<file path="config.mk">
export PLATFORM = sky130hd
export DESIGN_NAME = tick_gen
export DESIGN_NICKNAME = d
export VERILOG_FILES = /design/src/rtl/tick_gen.sv
export SDC_FILE = /design/constraint.sdc
export NUM_CORES = 1
export LEC_CHECK = 0
export CAP_MARGIN = 20
export CORE_ASPECT_RATIO = 1.5
export CORE_UTILIZATION = 56
export CTS_CLUSTER_DIAMETER = 200
export DETAILED_ROUTE_END_ITERATION = 10
export GPL_ROUTABILITY_DRIVEN = 0
export MAX_ROUTING_LAYER = met4
export PLACE_DENSITY = 0.84
export SYNTH_ARGS = -nofsm -noshare
export SYNTH_HDL_FRONTEND = slang
export SYNTH_SLANG_ARGS = --single-unit
export TNS_END_PERCENT = 5
</file>
<file path="constraint.sdc">
create_clock -name clk -period 5 [get_ports clk]
set_input_delay 0.5 -clock clk [delete_from_list [all_inputs] [get_ports clk]]
set_output_delay 0.5 -clock clk [all_outputs]
set_load 0.05 [all_outputs]
</file>
<file path="src/rtl/tick_gen.sv">
// tick_gen: programmable one-shot / periodic tick source.
// A valid start latches a period and mode. The block then emits a one-cycle
// tick each time the countdown reaches zero.
module tick_gen #(
  parameter int MAX_PERIOD = 256,
  parameter int WIDTH      = $clog2(MAX_PERIOD + 1)
) (
  input  logic             clk,
  input  logic             rst,
  input  logic             start,
  input  logic             stop,
  input  logic             mode,
  input  logic [WIDTH-1:0] period,
  output logic             tick,
  output logic             busy,
  output logic [WIDTH-1:0] remaining,
  output logic             err
);

  typedef enum logic {
    IDLE = 1'b0,
    RUN  = 1'b1
  } state_t;

  // One extra bit on the bound, so a MAX_PERIOD that fills WIDTH compares correctly.
  localparam logic [WIDTH:0] MAX_P_EXT = (WIDTH + 1)'(MAX_PERIOD);

  state_t           state_q, state_d;
  logic [WIDTH-1:0] cnt_q, cnt_d;
  logic [WIDTH-1:0] per_q, per_d;
  logic             mode_q, mode_d;
  logic             err_q, err_d;
  logic             start_ok;

  // A start is accepted only for a period in 1..MAX_PERIOD.
  always_comb begin
    start_ok = (period != '0) && ({1'b0, period} <= MAX_P_EXT);
  end

  // Next-state logic. Priority order is stop, valid start, rejected start, countdown.
  // A rejected start only raises err and lets a running countdown continue untouched.
  always_comb begin
    state_d = state_q;
    cnt_d   = cnt_q;
    per_d   = per_q;
    mode_d  = mode_q;
    err_d   = 1'b0;
    if (stop) begin
      state_d = IDLE;
      cnt_d   = '0;
    end else if (start && start_ok) begin
      per_d   = period;
      mode_d  = mode;
      cnt_d   = period - WIDTH'(1);
      state_d = RUN;
    end else begin
      err_d = start;
      if (state_q == RUN) begin
        if (cnt_q != '0) begin
          cnt_d = cnt_q - WIDTH'(1);
        end else if (mode_q) begin
          cnt_d = per_q - WIDTH'(1);
        end else begin
          state_d = IDLE;
          cnt_d   = '0;
        end
      end
    end
  end

  // State registers with asynchronous active-low reset.
  always_ff @(posedge clk or negedge rst) begin
    if (!rst) begin
      state_q <= IDLE;
      cnt_q   <= '0;
      per_q   <= '0;
      mode_q  <= 1'b0;
      err_q   <= 1'b0;
    end else begin
      state_q <= state_d;
      cnt_q   <= cnt_d;
      per_q   <= per_d;
      mode_q  <= mode_d;
      err_q   <= err_d;
    end
  end

  // Outputs are decoded from registers only, so no input reaches them combinationally.
  always_comb begin
    busy      = (state_q == RUN);
    tick      = busy && (cnt_q == '0);
    remaining = busy ? cnt_q : '0;
    err       = err_q;
  end

endmodule

</file>
==> results_dict.tcl, run 1 <==
set metrics [dict create \
    status "finished, violations left" \
    violations "design-rule violations" \
    seqPwrFrac_pct 46.3 \
    cp_slowest_stage_delay_ns 0.83 \
    drv_cap 0 \
    critPathMaxFanout 6 \
    syn_area_per_cell_um2 9.74 \
    diodes 0 \
    cp-end-kind "output port" \
    crit_family "buffers and inverters" \
    synthSimpleGateAreaFrac_pct 24.2 \
    grt_max_degree 23 \
    power.switching_uw 182 \
    cts_root_buffer "clkbuf_4" \
    wl_per_cell_um 16.6 \
    setup_viol 0 \
    layout_common_cells "25 x clkdlybuf4s50_1, 21 x dfrtp_1, 16 x nor2_1" \
    die_height_um 65.4 \
    cts_tree "done" \
    ys_seq_elements 21 \
    vias 1309 \
    cts_buffers 3 \
    synth_cell_types 42 \
    synthMuxAreaShare_pct 11.2 \
    rsz0062_at_grt "false" \
    ant_nets 0 \
    internal_power_uw 307 \
    die_x_um 44.3 \
    worstPathRequired_ns 4.50 \
    min_period_ns 3.32 \
    hold_class "in2async" \
    initial_core_util_pct 59.9 \
    grt_pass1_vias 1324 \
    die_area_um2 2890 \
    clock_latency_ns 0.31 \
    swShare_pct 37.3 \
    critPathSlowestCell "clkdlybuf4s50_1" \
    grt_pass1_wl_mm 6.00 \
    p_leak_nw 0.754 \
    skew_ns 0.00298 \
    area_growth_pct 20.9 \
    yosysSeqAreaShare_pct 35.0 \
    num-fill-cells 179 \
    fin_setup_tns_ns 0 \
    fp-row-count 22 \
    worstSetupPathType "reg2out" \
    coreArea_um2 2500 \
    syn-instance-count 154 \
    path_buf_inv 2 \
    cts_buffer_depth 2 \
    fmax_mhz 301 \
    portBuffers 25 \
    peakVddDrop_uv 219 \
    final_layout_size_suffix_gt1_share_pct 14.0 \
    ctsHoldBuffers 0 \
    instances_no_fill 215 \
    fin_crit_sh_pct 66.5 \
    antenna_found_initial 0 \
    pwr-share-comb_pct 36.5 \
    pwr-share-clk_pct 17.2 \
    cts_setup_buffers 0 \
    synth-compound-area-share_pct 14.6 \
    synth_edf_count 0 \
    grt_overflow_total 0 \
    grt_usage_pct 28.8 \
    mostFrequentLayoutCell "clkdlybuf4s50_1" \
    io_pins 26 \
    post_cts_resized 0 \
    hold_violations 0 \
    slew_viol_final 0 \
    async_flop_share_pct 100 \
    hpwl_mm 2.71 \
    arrival_ns 2.82 \
    synth_adder_area_share_pct 2.50 \
    routed_wl_mm 3.57 \
    cp-start-kind "flip-flop" \
    drc 2 \
    tightest_slew_ns 0.638 \
    htreeDepth 1 \
    synth_top_family_by_area "simple AND/OR/NAND/NOR gates" \
    synth_nets 171 \
    yosysWarnings 0 \
    slew_headroom_pct 57.1 \
    dpl.cell_count 210 \
    drt_iter0_markers 41 \
    synthFlopType "dfrtp_1" \
    powerDensity_nw_per_um2 270 \
    firstDrtPassIters 7 \
    final_nets 197 \
    clkSlewWorstSetupHoldPaths_ns 0.11 \
    viasPerCell 6.09 \
    netlist_area_um2 1500 \
    synthXorXnorAreaFrac_pct 8.17 \
    crit_chain "inv_1 -> ha_1 -> nor4b_1 -> nand2_1 -> nor2_1 -> clkdlybuf4s50_1" \
    cts_sinks 21 \
]
## Yosys cell counts (all sizes together) (4+ instances only)
cell,number,area share [%]
dfrtp,21,35
nor2,16,4.0
mux2,10,8.5
nand2,9,2.4
and2,8,3.3
inv,8,2.0
xnor2,8,4.7
nor3,6,2.0
xor2,6,3.5
a21oi,5,1.7
nor4,5,2.9
mux2i,4,2.7
nand2b,4,2.2
## worst paths after layout
kind / startpoint / endpoint / slack [ns] / cells past startpoint
worst max-delay path: cnt_q[0]$_DFFE_PN0P_ / tick / 1.68 / 6
worst min-delay path: rst / cnt_q[8]$_DFFE_PN0P_ / 0.40 / 1
worst max register to register: cnt_q[0]$_DFFE_PN0P_ / cnt_q[0]$_DFFE_PN0P_ / 2.65 / 7
worst min register to register: per_q[8]$_DFFE_PN0P_ / per_q[8]$_DFFE_PN0P_ / 0.57 / 1
max in group asynchronous: rst / cnt_q[6]$_DFFE_PN0P_ / 4.22 / 2
min in group clk: per_q[8]$_DFFE_PN0P_ / per_q[8]$_DFFE_PN0P_ / 0.57 / 1
## cells by family after synthesis
group,after synthesis
buf+inv,13
flops,21
compound gates,27
simple gates,62
fa+ha+maj,3
xor+xnor,14
mux,14
## area by class of cell
| cell class | instances | area [um^2] | area share, % |
|---|---|---|---|
| inverters | 8 | 30.0 | 1.66 |
| clock buffers | 4 | 26.3 | 1.45 |
| repair buffers | 26 | 278 | 15.3 |
| flip-flops and latches | 21 | 526 | 29.0 |
| multi-input cells | 120 | 910 | 50.1 |
| well taps | 36 | 45.0 | 2.48 |
## registers in the layout, indices dropped and copies added, names as in the netlist
register / flops
cnt_q: 9
per_q: 9
busy: 1
err: 1
mode_q: 1
## routing by layer
| layer | wire length (um) | part of all wire [%] | vias up | track usage [%] |
|---|---|---|---|---|
| li1 | - | - | 609 | - |
| met1 | 1360 | 38 | 637 | 32.9 |
| met2 | 1970 | 55 | 47 | 47.8 |
| met3 | 104 | 2.9 | 16 | 2.75 |
| met4 | 132 | 3.7 | 0 | 17.0 |
| met5 | 0 | 0 | - | - |
## metrics by stage
stage	instance area, um^2	worst slack (ns)	hold slack [ns]	util [%]	power [mW]
5_1_grt	1810	1.47	0.380	72.4	0.518
2_1_floorplan	1500	2.53	0.204	-	0.348
4_1_cts	1790	1.72	0.563	71.3	0.486
6_report	1810	1.68	0.403	72.4	0.489
3_5_place_dp	1760	2.09	0.537	70.3	0.401
3_3_place_gp	1760	2.16	0.519	70.3	0.394
## power groups by stage
stage          registers (mW)  clock network (mW)  logic, mW
2_1_floorplan           0.221                   0      0.127
3_3_place_gp            0.226                   0      0.168
3_5_place_dp            0.229                   0      0.173
4_1_cts                 0.226              0.0866      0.174
5_1_grt                 0.231              0.0933      0.194
6_report                0.227              0.0843      0.178
## worst register-to-register path: stages (launching register included)
cell      delay (ns)
dfrtp_1         0.46
inv_1           0.13
ha_1            0.23
nor4b_1         0.49
and2_1          0.36
nor2_1          0.10
a311oi_1        0.36
o31ai_1         0.12
Power figures use the tool's default switching activity.
==> inputs of run 2 (changes only) <==
--- a/config.mk
+++ b/config.mk
@@ -7,12 +7,12 @@
 export LEC_CHECK = 0
 export CAP_MARGIN = 20
 export CORE_ASPECT_RATIO = 1.5
-export CORE_UTILIZATION = 56
+export CORE_UTILIZATION = 47
 export CTS_CLUSTER_DIAMETER = 200
 export DETAILED_ROUTE_END_ITERATION = 10
 export GPL_ROUTABILITY_DRIVEN = 0
 export MAX_ROUTING_LAYER = met4
-export PLACE_DENSITY = 0.84
+export PLACE_DENSITY = 0.75
 export SYNTH_ARGS = -nofsm -noshare
 export SYNTH_HDL_FRONTEND = slang
 export SYNTH_SLANG_ARGS = --single-unit
==> constraint.sdc (replaced) <==
create_clock -name clk -period 2.87 [get_ports clk]
set_input_delay 0.287 -clock clk [delete_from_list [all_inputs] [get_ports clk]]
set_output_delay 0.287 -clock clk [all_outputs]
set_load 0.05 [all_outputs]
==> run 2 against run 1 <==
Against the previous run:
- the run now ends clean
- design area did not move
- sequential power grew 73%
- critical endpoint unchanged
- first-iteration DRC count fell by 51%
- clock power is 130% higher
- routed wire length down 6.4%
- register-to-register slack lost 2.1 ns
- largest cell class unchanged
- clock skew is 0.0012 ns higher
- setup slack got worse by 1.4 ns
- cell count grew 1.4%
==> results_dict.tcl, run 2 (synthesized netlist as in run 1, its figures left out) <==
set metrics [dict create \
    final_cell_area_um2 1810 \
    critPathMaxFanout 6 \
    final_nets 197 \
    cts_buffers 3 \
    dpl_cell_area_um2 1770 \
    cts_root_buffer "clkbuf_8" \
    cp_slowest_stage_delay_ns 0.52 \
    worstSetupPathType "reg2out" \
    ff2ff_path_depth 7 \
    viasPerCell 5.75 \
    htreeDepth 1 \
    die_height_um 71.2 \
    worstPathRequired_ns 2.58 \
    drv_cap 0 \
    hpwl_mm 2.57 \
    ant_nets 0 \
    crit_chain "inv_1 -> ha_1 -> nor4b_1 -> nand2_1 -> nor2_1 -> buf_4" \
    top_regs "cnt_q x9, per_q x9" \
    ctsHoldBuffers 0 \
    fin_crit_sh_pct 90.1 \
    vias 1253 \
    die_x_um 48.1 \
    grt_usage_pct 23.8 \
    dpl.cell_count 214 \
    grt_pass1_vias 1270 \
    fmax_mhz 387 \
    cp_num_cells 6 \
    cp-end-kind "output port" \
    io_pins 26 \
    skew_ns 0.00419 \
    clock_latency_ns 0.26 \
    drc 0 \
    p_leak_nw 0.756 \
    area_growth_pct 20.9 \
    tightest_slew_ns 0.946 \
    setup_viol 0 \
    fp-row-count 24 \
    crit_start "cnt_q[0]$_DFFE_PN0P_" \
    place_ws_ns 0.322 \
    rsz0062_at_grt "false" \
    status "complete, no violations" \
    power.total_uw 893 \
    instances_no_fill 218 \
    cts_sinks 21 \
    cts_tree "done" \
    arrival_ns 2.30 \
    antenna_found_initial 0 \
    layout_common_cells "24 x clkdlybuf4s50_1, 21 x dfrtp_1, 16 x nor2_1" \
    cts_setup_buffers 0 \
    whs_ns 0.543 \
    post_cts_resized 0 \
    r2r_end "cnt_q[1]$_DFFE_PN0P_" \
    slew_headroom_pct 36.7 \
    cp-start-kind "flip-flop" \
    worstReg2RegStart "cnt_q[0]$_DFFE_PN0P_" \
    drt_iter0_markers 20 \
    slew_viol_final 0 \
    firstDrtPassIters 4 \
    routed_wl_mm 3.34 \
    diodes 0 \
    mostFrequentLayoutCell "clkdlybuf4s50_1" \
    postLayoutSetupSlackWorst_ns 0.285 \
    wl_per_cell_um 15.3 \
    hold_class "reg2reg" \
    grt_overflow_total 0 \
    portBuffers 25 \
    path_buf_inv 2 \
    critPathSlowestCell "nor4b_1" \
    endpoint "tick" \
    peakVddDrop_uv 328 \
    post-route-util_pct 61.0 \
    initial_core_util_pct 50.5 \
    coreArea_um2 2970 \
    grt_pass1_wl_mm 5.82 \
    powerDensity_nw_per_um2 492 \
    crit_family "simple AND/OR/NAND/NOR gates" \
    grt_max_degree 22 \
    fin_setup_tns_ns 0 \
    min_period_ns 2.59 \
    cts_buffer_depth 2 \
    hold_violations 0 \
    clkSlewWorstSetupHoldPaths_ns 0.07 \
    die_area_um2 3430 \
    r2r_slack_ns 0.58 \
    final_layout_size_suffix_gt1_share_pct 14.5 \
]
run 2: layer usage:
metal / part of all wire [%] / vias up / global-route usage (%)
met2: 55 / 29 / 39.8
met5: 0 / - / -
li1: - / 606 / -
met3: 2.5 / 6 / 3.57
met1: 41 / 612 / 27.6
met4: 1.5 / 0 / 8.33
run 2: worst min-delay path by stage:
| stage | startpoint | cells past startpoint | to |
|---|---|---|---|
| floorplan | rst | 0 | busy$_DFF_PN0_ |
| global placement | per_q[8]$_DFFE_PN0P_ | 1 | per_q[8]$_DFFE_PN0P_ |
| detailed placement | per_q[8]$_DFFE_PN0P_ | 1 | per_q[8]$_DFFE_PN0P_ |
| CTS | per_q[8]$_DFFE_PN0P_ | 1 | per_q[8]$_DFFE_PN0P_ |
| global route | per_q[8]$_DFFE_PN0P_ | 1 | per_q[8]$_DFFE_PN0P_ |
| finish | per_q[8]$_DFFE_PN0P_ | 1 | per_q[8]$_DFFE_PN0P_ |
run 2: area by class of cell:
class | instances | area, um^2
inverter | 8 | 30.0
tap | 39 | 48.8
timing repair buffer | 26 | 255
fill | 257 | 1160
sequential | 21 | 526
multi-input combinational | 120 | 910
clock buffer | 4 | 45.0
run 2: report_power, final:
group	internal (mW)	switching (mW)	total [mW]
clock network	0.0991	0.0969	0.196
registers	0.336	0.0559	0.392
logic	0.142	0.163	0.305
